**config.mk**
```make
export PLATFORM = sky130hd
export DESIGN_NAME = mul_result_rx
export DESIGN_NICKNAME = d
export VERILOG_FILES = /design/src/rtl/calc_pkg.sv /design/src/rtl/mul_result_rx.sv
export SDC_FILE = /design/constraint.sdc
export NUM_CORES = 1
export LEC_CHECK = 0
export CORE_MARGIN = 2
export CORE_UTILIZATION = 40
export DETAILED_ROUTE_END_ITERATION = 12
export PLACE_DENSITY_LB_ADDON = 0.08
export SYNTH_ARGS = -nofsm -noshare
export SYNTH_HDL_FRONTEND = slang
export SYNTH_SLANG_ARGS = --single-unit
```
**constraint.sdc**
```tcl
create_clock -name clk -period 2.37 [get_ports clk]
set_clock_uncertainty 0.1 [all_clocks]
set_input_delay 0.3555 -clock clk [delete_from_list [all_inputs] [get_ports clk]]
set_output_delay 0.3555 -clock clk [all_outputs]
set_load 0.005 [all_outputs]
```
**src/rtl/calc_pkg.sv**
```systemverilog
// Shared constants and state encoding for the calc multiplier datapath.
package calc_pkg;

  localparam int RAH_PACKET_WIDTH_DFLT = 48;
  localparam int RESULT_WIDTH_DFLT     = 2 * RAH_PACKET_WIDTH_DFLT;
  localparam int STATE_W               = 3;

  typedef enum logic [STATE_W-1:0] {
    RX_IDLE     = 3'd0,
    RX_WAIT_HI  = 3'd1,
    RX_FETCH_LO = 3'd2,
    RX_WAIT_LO  = 3'd3,
    RX_HOLD     = 3'd4
  } rx_state_e;

endpackage

```
**src/rtl/mul_result_rx.sv**
```systemverilog
// Drains the multiplier result FIFO and rebuilds {upper, lower} products.
// Optional result_count output when MUL_RX_COUNT_EN is defined.
module mul_result_rx
  import calc_pkg::*;
#(
  parameter int RAH_PACKET_WIDTH = RAH_PACKET_WIDTH_DFLT,
  parameter int FIFO_RD_LATENCY  = 1
) (
  input  logic                          clk,
  input  logic                          rst_n,
  input  logic [RAH_PACKET_WIDTH-1:0]   fifo_dout,
  input  logic                          fifo_empty,
  output logic                          fifo_rden,
  output logic [2*RAH_PACKET_WIDTH-1:0] result,
  output logic                          result_valid,
  input  logic                          result_ready
`ifdef MUL_RX_COUNT_EN
  ,
  output logic [15:0]                   result_count
`endif
);

  localparam int         PW  = RAH_PACKET_WIDTH;
  localparam int         RW  = 2 * RAH_PACKET_WIDTH;
  localparam logic [1:0] LAT = 2'(FIFO_RD_LATENCY);

  rx_state_e         state_q, state_d;
  logic [1:0]        cnt_q, cnt_d;
  logic [PW-1:0]     hi_q, hi_d;
  logic [RW-1:0]     res_q, res_d;
  logic              valid_q, valid_d;
  logic              rden;

  always_comb begin
    state_d = state_q;
    cnt_d   = cnt_q;
    hi_d    = hi_q;
    res_d   = res_q;
    valid_d = valid_q;
    rden    = 1'b0;
    unique case (state_q)
      RX_IDLE: begin
        if (!fifo_empty) begin
          rden    = 1'b1;
          cnt_d   = 2'd1;
          state_d = RX_WAIT_HI;
        end
      end
      RX_WAIT_HI: begin
        if (cnt_q == LAT) begin
          hi_d    = fifo_dout;
          cnt_d   = 2'd0;
          state_d = RX_FETCH_LO;
        end else begin
          cnt_d = cnt_q + 2'd1;
        end
      end
      RX_FETCH_LO: begin
        if (!fifo_empty) begin
          rden    = 1'b1;
          cnt_d   = 2'd1;
          state_d = RX_WAIT_LO;
        end
      end
      RX_WAIT_LO: begin
        if (cnt_q == LAT) begin
          res_d   = {hi_q, fifo_dout};
          valid_d = 1'b1;
          cnt_d   = 2'd0;
          state_d = RX_HOLD;
        end else begin
          cnt_d = cnt_q + 2'd1;
        end
      end
      RX_HOLD: begin
        if (result_ready) begin
          valid_d = 1'b0;
          state_d = RX_IDLE;
        end
      end
      default: state_d = RX_IDLE;
    endcase
  end

  always_ff @(posedge clk or negedge rst_n) begin
    if (!rst_n) begin
      state_q <= RX_IDLE;
      cnt_q   <= 2'd0;
      hi_q    <= '0;
      res_q   <= '0;
      valid_q <= 1'b0;
    end else begin
      state_q <= state_d;
      cnt_q   <= cnt_d;
      hi_q    <= hi_d;
      res_q   <= res_d;
      valid_q <= valid_d;
    end
  end

  // Read strobe is decoded from state so it lands in the same cycle
  // the FIFO is seen non-empty; held low while reset is asserted.
  assign fifo_rden    = rden & rst_n;
  assign result       = res_q;
  assign result_valid = valid_q;

`ifdef MUL_RX_COUNT_EN
  logic [15:0] count_q, count_d;

  always_comb begin
    count_d = count_q;
    if (valid_q && result_ready && (count_q != 16'hFFFF)) begin
      count_d = count_q + 16'd1;
    end
  end

  always_ff @(posedge clk or negedge rst_n) begin
    if (!rst_n) begin
      count_q <= 16'd0;
    end else begin
      count_q <= count_d;
    end
  end

  assign result_count = count_q;
`endif

endmodule

```
==> results of run 1 <==
cell usage in the layout (no fill, tap or decap):
master	n
a21boi_0	1
a21oi_1	1
and2_1	1
and3_1	1
buf_12	3
buf_4	7
buf_6	1
bufinv_16	3
clkbuf_1	1
clkbuf_16	17
clkbuf_8	5
clkdlybuf4s50_1	148
clkinv_2	3
clkinvlp_4	2
dfrtp_1	150
inv_1	2
mux2_2	126
mux2_4	18
nand2_1	2
nand3b_2	1
nor2_1	2
nor3_2	1
nor4b_1	1
o21ai_0	2
o22a_1	1
or2b_1	1
or3b_4	1
xor2_1	1
worst max-delay path, stage by stage (launching register included):
cell and delay, ps:
dfrtp_1 380, buf_4 160, nor4b_1 300, clkdlybuf4s50_1 550
flip-flops by register name (all words and copies together) (netlist names):
| register | cells |
|---|---|
| result | 96 |
| result_valid | 1 |
| state_q | 3 |
| cnt_q | 2 |
| hi_q | 48 |
routing by layer:
layer  track usage [%]  vias up  wire [um]
met5                 0        -          0
met4              7.11        0        196
met3              6.04       16        845
met2              23.5       96       5060
met1              19.5     1644       4730
li1                  -     1484          -
power by group:
part | internal, mW | switching (mW)
combinational | 3.22 | 1.44
sequential | 3.90 | 0.640
clock | 1.79 | 0.972
logic make-up (layout without fill, tap and decap cells):
group                     Yosys count  count (layout)  synth area share, %
muxes                             144             144                 29.9
buffers and inverters              18             192                 1.88
and+or+nand+nor                    11              11                 1.22
DFF                               150             150                 66.3
xor gates and xnor gates            1               1                0.155
AOI/OAI and AO/OA                   5               5                0.553
worst min-delay path by stage:
stage / cells after the start / to
2_1_floorplan: 0 / cnt_q[0]
3_3_place_gp: 1 / result[79]
3_5_place_dp: 1 / result[88]
4_1_cts: 2 / result[84]
5_1_grt: 2 / result[84]
6_report: 2 / result[84]
per-stage QoR:
step	setup WS (ps)	cells	hold slack (ps)	area (sq um)
floorplan	491	329	-40.1	5660
global placement	273	652	382	7400
detailed placement	242	652	391	7400
CTS	78.2	683	82.8	8020
global route	42.5	683	134	8020
finish	122	683	41.9	8020
cell type report:
type | instances | area [sq um] | area share, %
timing repair buffer | 159 | 1610 | 20.0
inverter | 2 | 7.51 | 0.0937
multi-input combinational | 161 | 1810 | 22.5
clock buffer | 23 | 498 | 6.21
clock inverter | 8 | 120 | 1.50
sequential | 150 | 3750 | 46.8
tap | 180 | 225 | 2.81
==> qor.txt, run 1 <==
share of flip-flops with an asynchronous set or reset = 100%
grt ovf = 0
post-CTS setup-driven buffer insertion count = 0
reg2reg setup slack = 240 ps
number of DRC violations after detailed routing = 0
run status = finished, final reports clean
wire length of the first global-routing pass = 17700 um
Worst Reg-to-Reg Cells = 5
die boundary width = 123 um
TritonCTS clock tree = built
Routed WL = 10800 um
Critical Path Source = state_q[2]
max-slew violation count = 0
post-detail-place hpwl = 7230 um
Post-CTS Hold Buffers = 0
starting density of the core = 40.9%
flop and latch count out of synthesis = 150
Seq/Total Area, Yosys = 66.3%
category of the most critical setup path = reg -> out
die outline area = 0.0151 sq mm
data arrival time of the critical path = 1790 ps
global-route total usage across every layer = 15.5%
power density over the cells = 1490 mW/mm^2
aggregate negative setup slack = 0 ps
Mapped Area = 0.00566 sq mm
# port buffers = 149
worst min-delay path category = in -> async
area grow syn2layout = 41.7%
number of setup violations in the final report = 0
required arrival time at the worst endpoint = 1910 ps
Setup crit start kind = register
Ant. Diodes = 0
Final Hold Violating Endpoints = 0
leakage dissipation = 3.46 nW
FP Rows = 43
Top Ports = 150
number of sinks handled by clock tree synthesis = 150
Worst R2R End = result[72]
area share of the largest cell type after synthesis = 66.3%
Gates resized, CTS repair = 0
count of vias placed by the detailed router = 3240
clock latency at the later pin of the worst-skew pair = 410 ps
number of antenna violations at the first check in global routing = 0
share of post-route cells with drive strength above 1 = 37.4%
maximum number of pins on one net before global-route repair = 79
worst reg2reg path startpoint = cnt_q[1]
number of warnings reported in the yosys synthesis log = 0
most instantiated cells after synthesis = dfrtp_1 (150), mux2_2 (126), mux2_4 (18), buf_2 (13), buf_6 (3)
final estimated routing congestion in global placement = 0.700
fill count = 1095
clock transition time at the flip-flop clock pins of the worst setup and hold paths = 60 ps
max cap viols = 0
Placeable Area = 0.0138 sq mm
worst rel slew slack = 35.2%
Gate Count Post-Synth = 329
DR iter-0 viols = 81
Synth cell types = 20
syn nets = 381
router iterations before antenna repair = 4
time the final worst path needs with I/O delays and setup = 2250 ps
top cells by area in the synthesized netlist = dfrtp_1 (66%), mux2_2 (25%), mux2_4 (4.8%)
Crit Path Max Fanout = 7
count of nets after finishing = 543
transition time of the tightest slew-check pin = 972 ps
period utilization = 94.9%
timing endpoint of the critical path = fifo_rden
Top FF cell, synth = dfrtp_1
setup repair after global routing missed its margin = no
number of antenna-violating nets in the routed design = 0
Synth Area per Inst = 17.2 sq um
Pwr Total = 12.0 mW
overall die height = 123 um
via count of the first global-routing pass = 3505
master cell of the clock root buffer = clkbuf_16
post-DR wirelength/cell = 15.9 um
cell with the most instances after synthesis = dfrtp_1
Post-synth EDFFs = 0
maximum achievable frequency = 445 MHz
CTS H-tree lvls = 4
nature of the critical path endpoint = output port
clk buf depth = 2
post-layout utilization of the core = 58.0%
CTS Buf Count = 17
post-DR vias/cell = 4.74
largest area contributor in the synthesized netlist = dfrtp_1
IR drop worst, VDD = 0.653 mV
(Power assumes the default switching activity.)
==> run 2, diff against run 1 <==
CORE_MARGIN = unset   (was 2)
==> run 2 against run 1 <==
Against the previous run: critical path depth is 1 lower; first-iteration DRC count is 33% higher; sequential share of layout area is 0.74 points higher; cell count is 0.73% lower; power is 4.1% lower; combinational power is 2% lower; core utilization is 0.90 points lower; sequential cell count stayed put; the run now ends with hold timing left; die area is 3.2% lower; sequential power hardly changed; critical path type unchanged; routed wire length is 3.9% lower; clock power is 16% lower.
==> qor.txt, run 2 (synthesis results as in run 1) <==
run status = finished with violations
violations in the final reports = hold timing
post-detail-place hpwl = 6780 um
Worst R2R End = result[91]
Ant. Diodes = 0
Top Ports = 150
Final Hold Violating Endpoints = 44
met3 wire length = 683 um
worst rel slew slack = 46.7%
CTS H-tree lvls = 4
die boundary width = 121 um
CTS Buf Count = 17
most frequent standard cell in the layout excluding fill and tap cells = dfrtp_1
Setup crit start kind = register
grt ovf = 0
area grow syn2layout = 39.5%
clock latency at the later pin of the worst-skew pair = 400 ps
share of post-route cells with drive strength above 1 = 35.9%
setup repair after global routing missed its margin = no
maximum number of pins on one net before global-route repair = 151
overall die height = 121 um
post-layout utilization of the core = 57.1%
time the final worst path needs with I/O delays and setup = 2270 ps
leading cell types in the layout, fill and taps excluded = dfrtp_1 (150), clkdlybuf4s50_1 (148), mux2_2 (126)
Placeable Area = 0.0138 sq mm
router iterations before antenna repair = 4
routed wire length on met2 = 4760 um
# port buffers = 149
Critical Path Source = state_q[2]
post-CTS setup-driven buffer insertion count = 0
final estimated routing congestion in global placement = 0.697
starting density of the core = 40.9%
number of sinks handled by clock tree synthesis = 150
Gates resized, CTS repair = 0
Crit Path Max Fanout = 8
wire length of the first global-routing pass = 16800 um
max-slew violation count = 0
number of antenna-violating nets in the routed design = 0
worst reg2reg path startpoint = cnt_q[1]
power density over the cells = 1450 mW/mm^2
Worst Reg-to-Reg Cells = 4
master cell of the clock root buffer = clkbuf_16
count of vias placed by the detailed router = 3270
CP Cell Sequence = nor4b_1, clkdlybuf4s50_1
Routed WL = 10400 um
slowest stage delay, CP = 560 ps
DR iter-0 viols = 108
transition time of the tightest slew-check pin = 799 ps
area taken by flip-flops and latches = 0.00375 sq mm
area used by multi-input combinational logic = 0.00181 sq mm
Post-Place Cells = 648
post-DR vias/cell = 4.82
max cap viols = 0
via count of the first global-routing pass = 3310
Post-CTS Hold Buffers = 0
number of DRC violations after detailed routing = 0
nature of the critical path endpoint = output port
period utilization = 95.6%
clock transition time at the flip-flop clock pins of the worst setup and hold paths = 50 ps
count of nets after finishing = 539
post-DR wirelength/cell = 15.4 um
required arrival time at the worst endpoint = 1910 ps
number of antenna violations at the first check in global routing = 0
met1 WL = 4800 um
Final Non-Filler Cells = 678
FP Rows = 43
data arrival time of the critical path = 1810 ps
leakage dissipation = 3.40 nW
global-route total usage across every layer = 15.1%
die outline area = 0.0146 sq mm
Fin Hold WS = -27.1 ps
Slowest cell on crit path = clkdlybuf4s50_1
aggregate negative setup slack = 0 ps
max reg flops = 96
TritonCTS clock tree = built
clk buf depth = 2
category of the most critical setup path = reg -> out
maximum achievable frequency = 441 MHz
number of setup violations in the final report = 0
worst min-delay path category = in -> async
IR drop worst, VDD = 0.635 mV
reg2reg setup slack = 500 ps
fill count = 1107
highest metal layer with signal wires = met4
## run 2: area by class of cell
class / count / area share (%)
clock buffers: 25 / 6.15
clock inverters: 5 / 0.317
inverters: 2 / 0.0951
multi-input cells: 161 / 22.9
flip-flops and latches: 150 / 47.6
well taps: 180 / 2.85
repair buffers: 155 / 20.1
## run 2: stage by stage
step	instance area, sq um	hold slack [ps]	setup WS [ps]	total power [mW]
floorplan	5660	-40.1	491	6.91
global placement	7380	383	353	9.14
detailed placement	7380	386	338	9.28
CTS	7890	33.1	117	11.7
global route	7890	54.8	32.2	12.2
finish	7890	-27.1	105	11.5
## run 2: report_power, final
group	internal (mW)	total [mW]	switching (mW)
sequential	3.90	4.56	0.662
clock	1.40	2.32	0.923
combinational	3.20	4.59	1.39
total	8.50	11.5	2.98
## run 2: layer usage
layer  up-vias  GRT usage, %
li1       1485             -
met3        14          5.26
met1      1678          19.6
met2        93          22.5
met5         -             0
met4         0          7.18
## run 2: critical path: cells and delay by family, from the launching register on
| family | cells | cell delay, ps |
|---|---|---|
| AND/OR/NAND/NOR | 1 | 370 |
| flip-flops | 1 | 480 |
| buffers and inverters | 1 | 560 |
## run 2: worst max-delay path by stage
| stage | endpoint | cells past startpoint |
|---|---|---|
| 2_1_floorplan | result[77] | 6 |
| 3_3_place_gp | fifo_rden | 3 |
| 3_5_place_dp | fifo_rden | 3 |
| 4_1_cts | fifo_rden | 2 |
| 5_1_grt | fifo_rden | 2 |
| 6_report | fifo_rden | 2 |
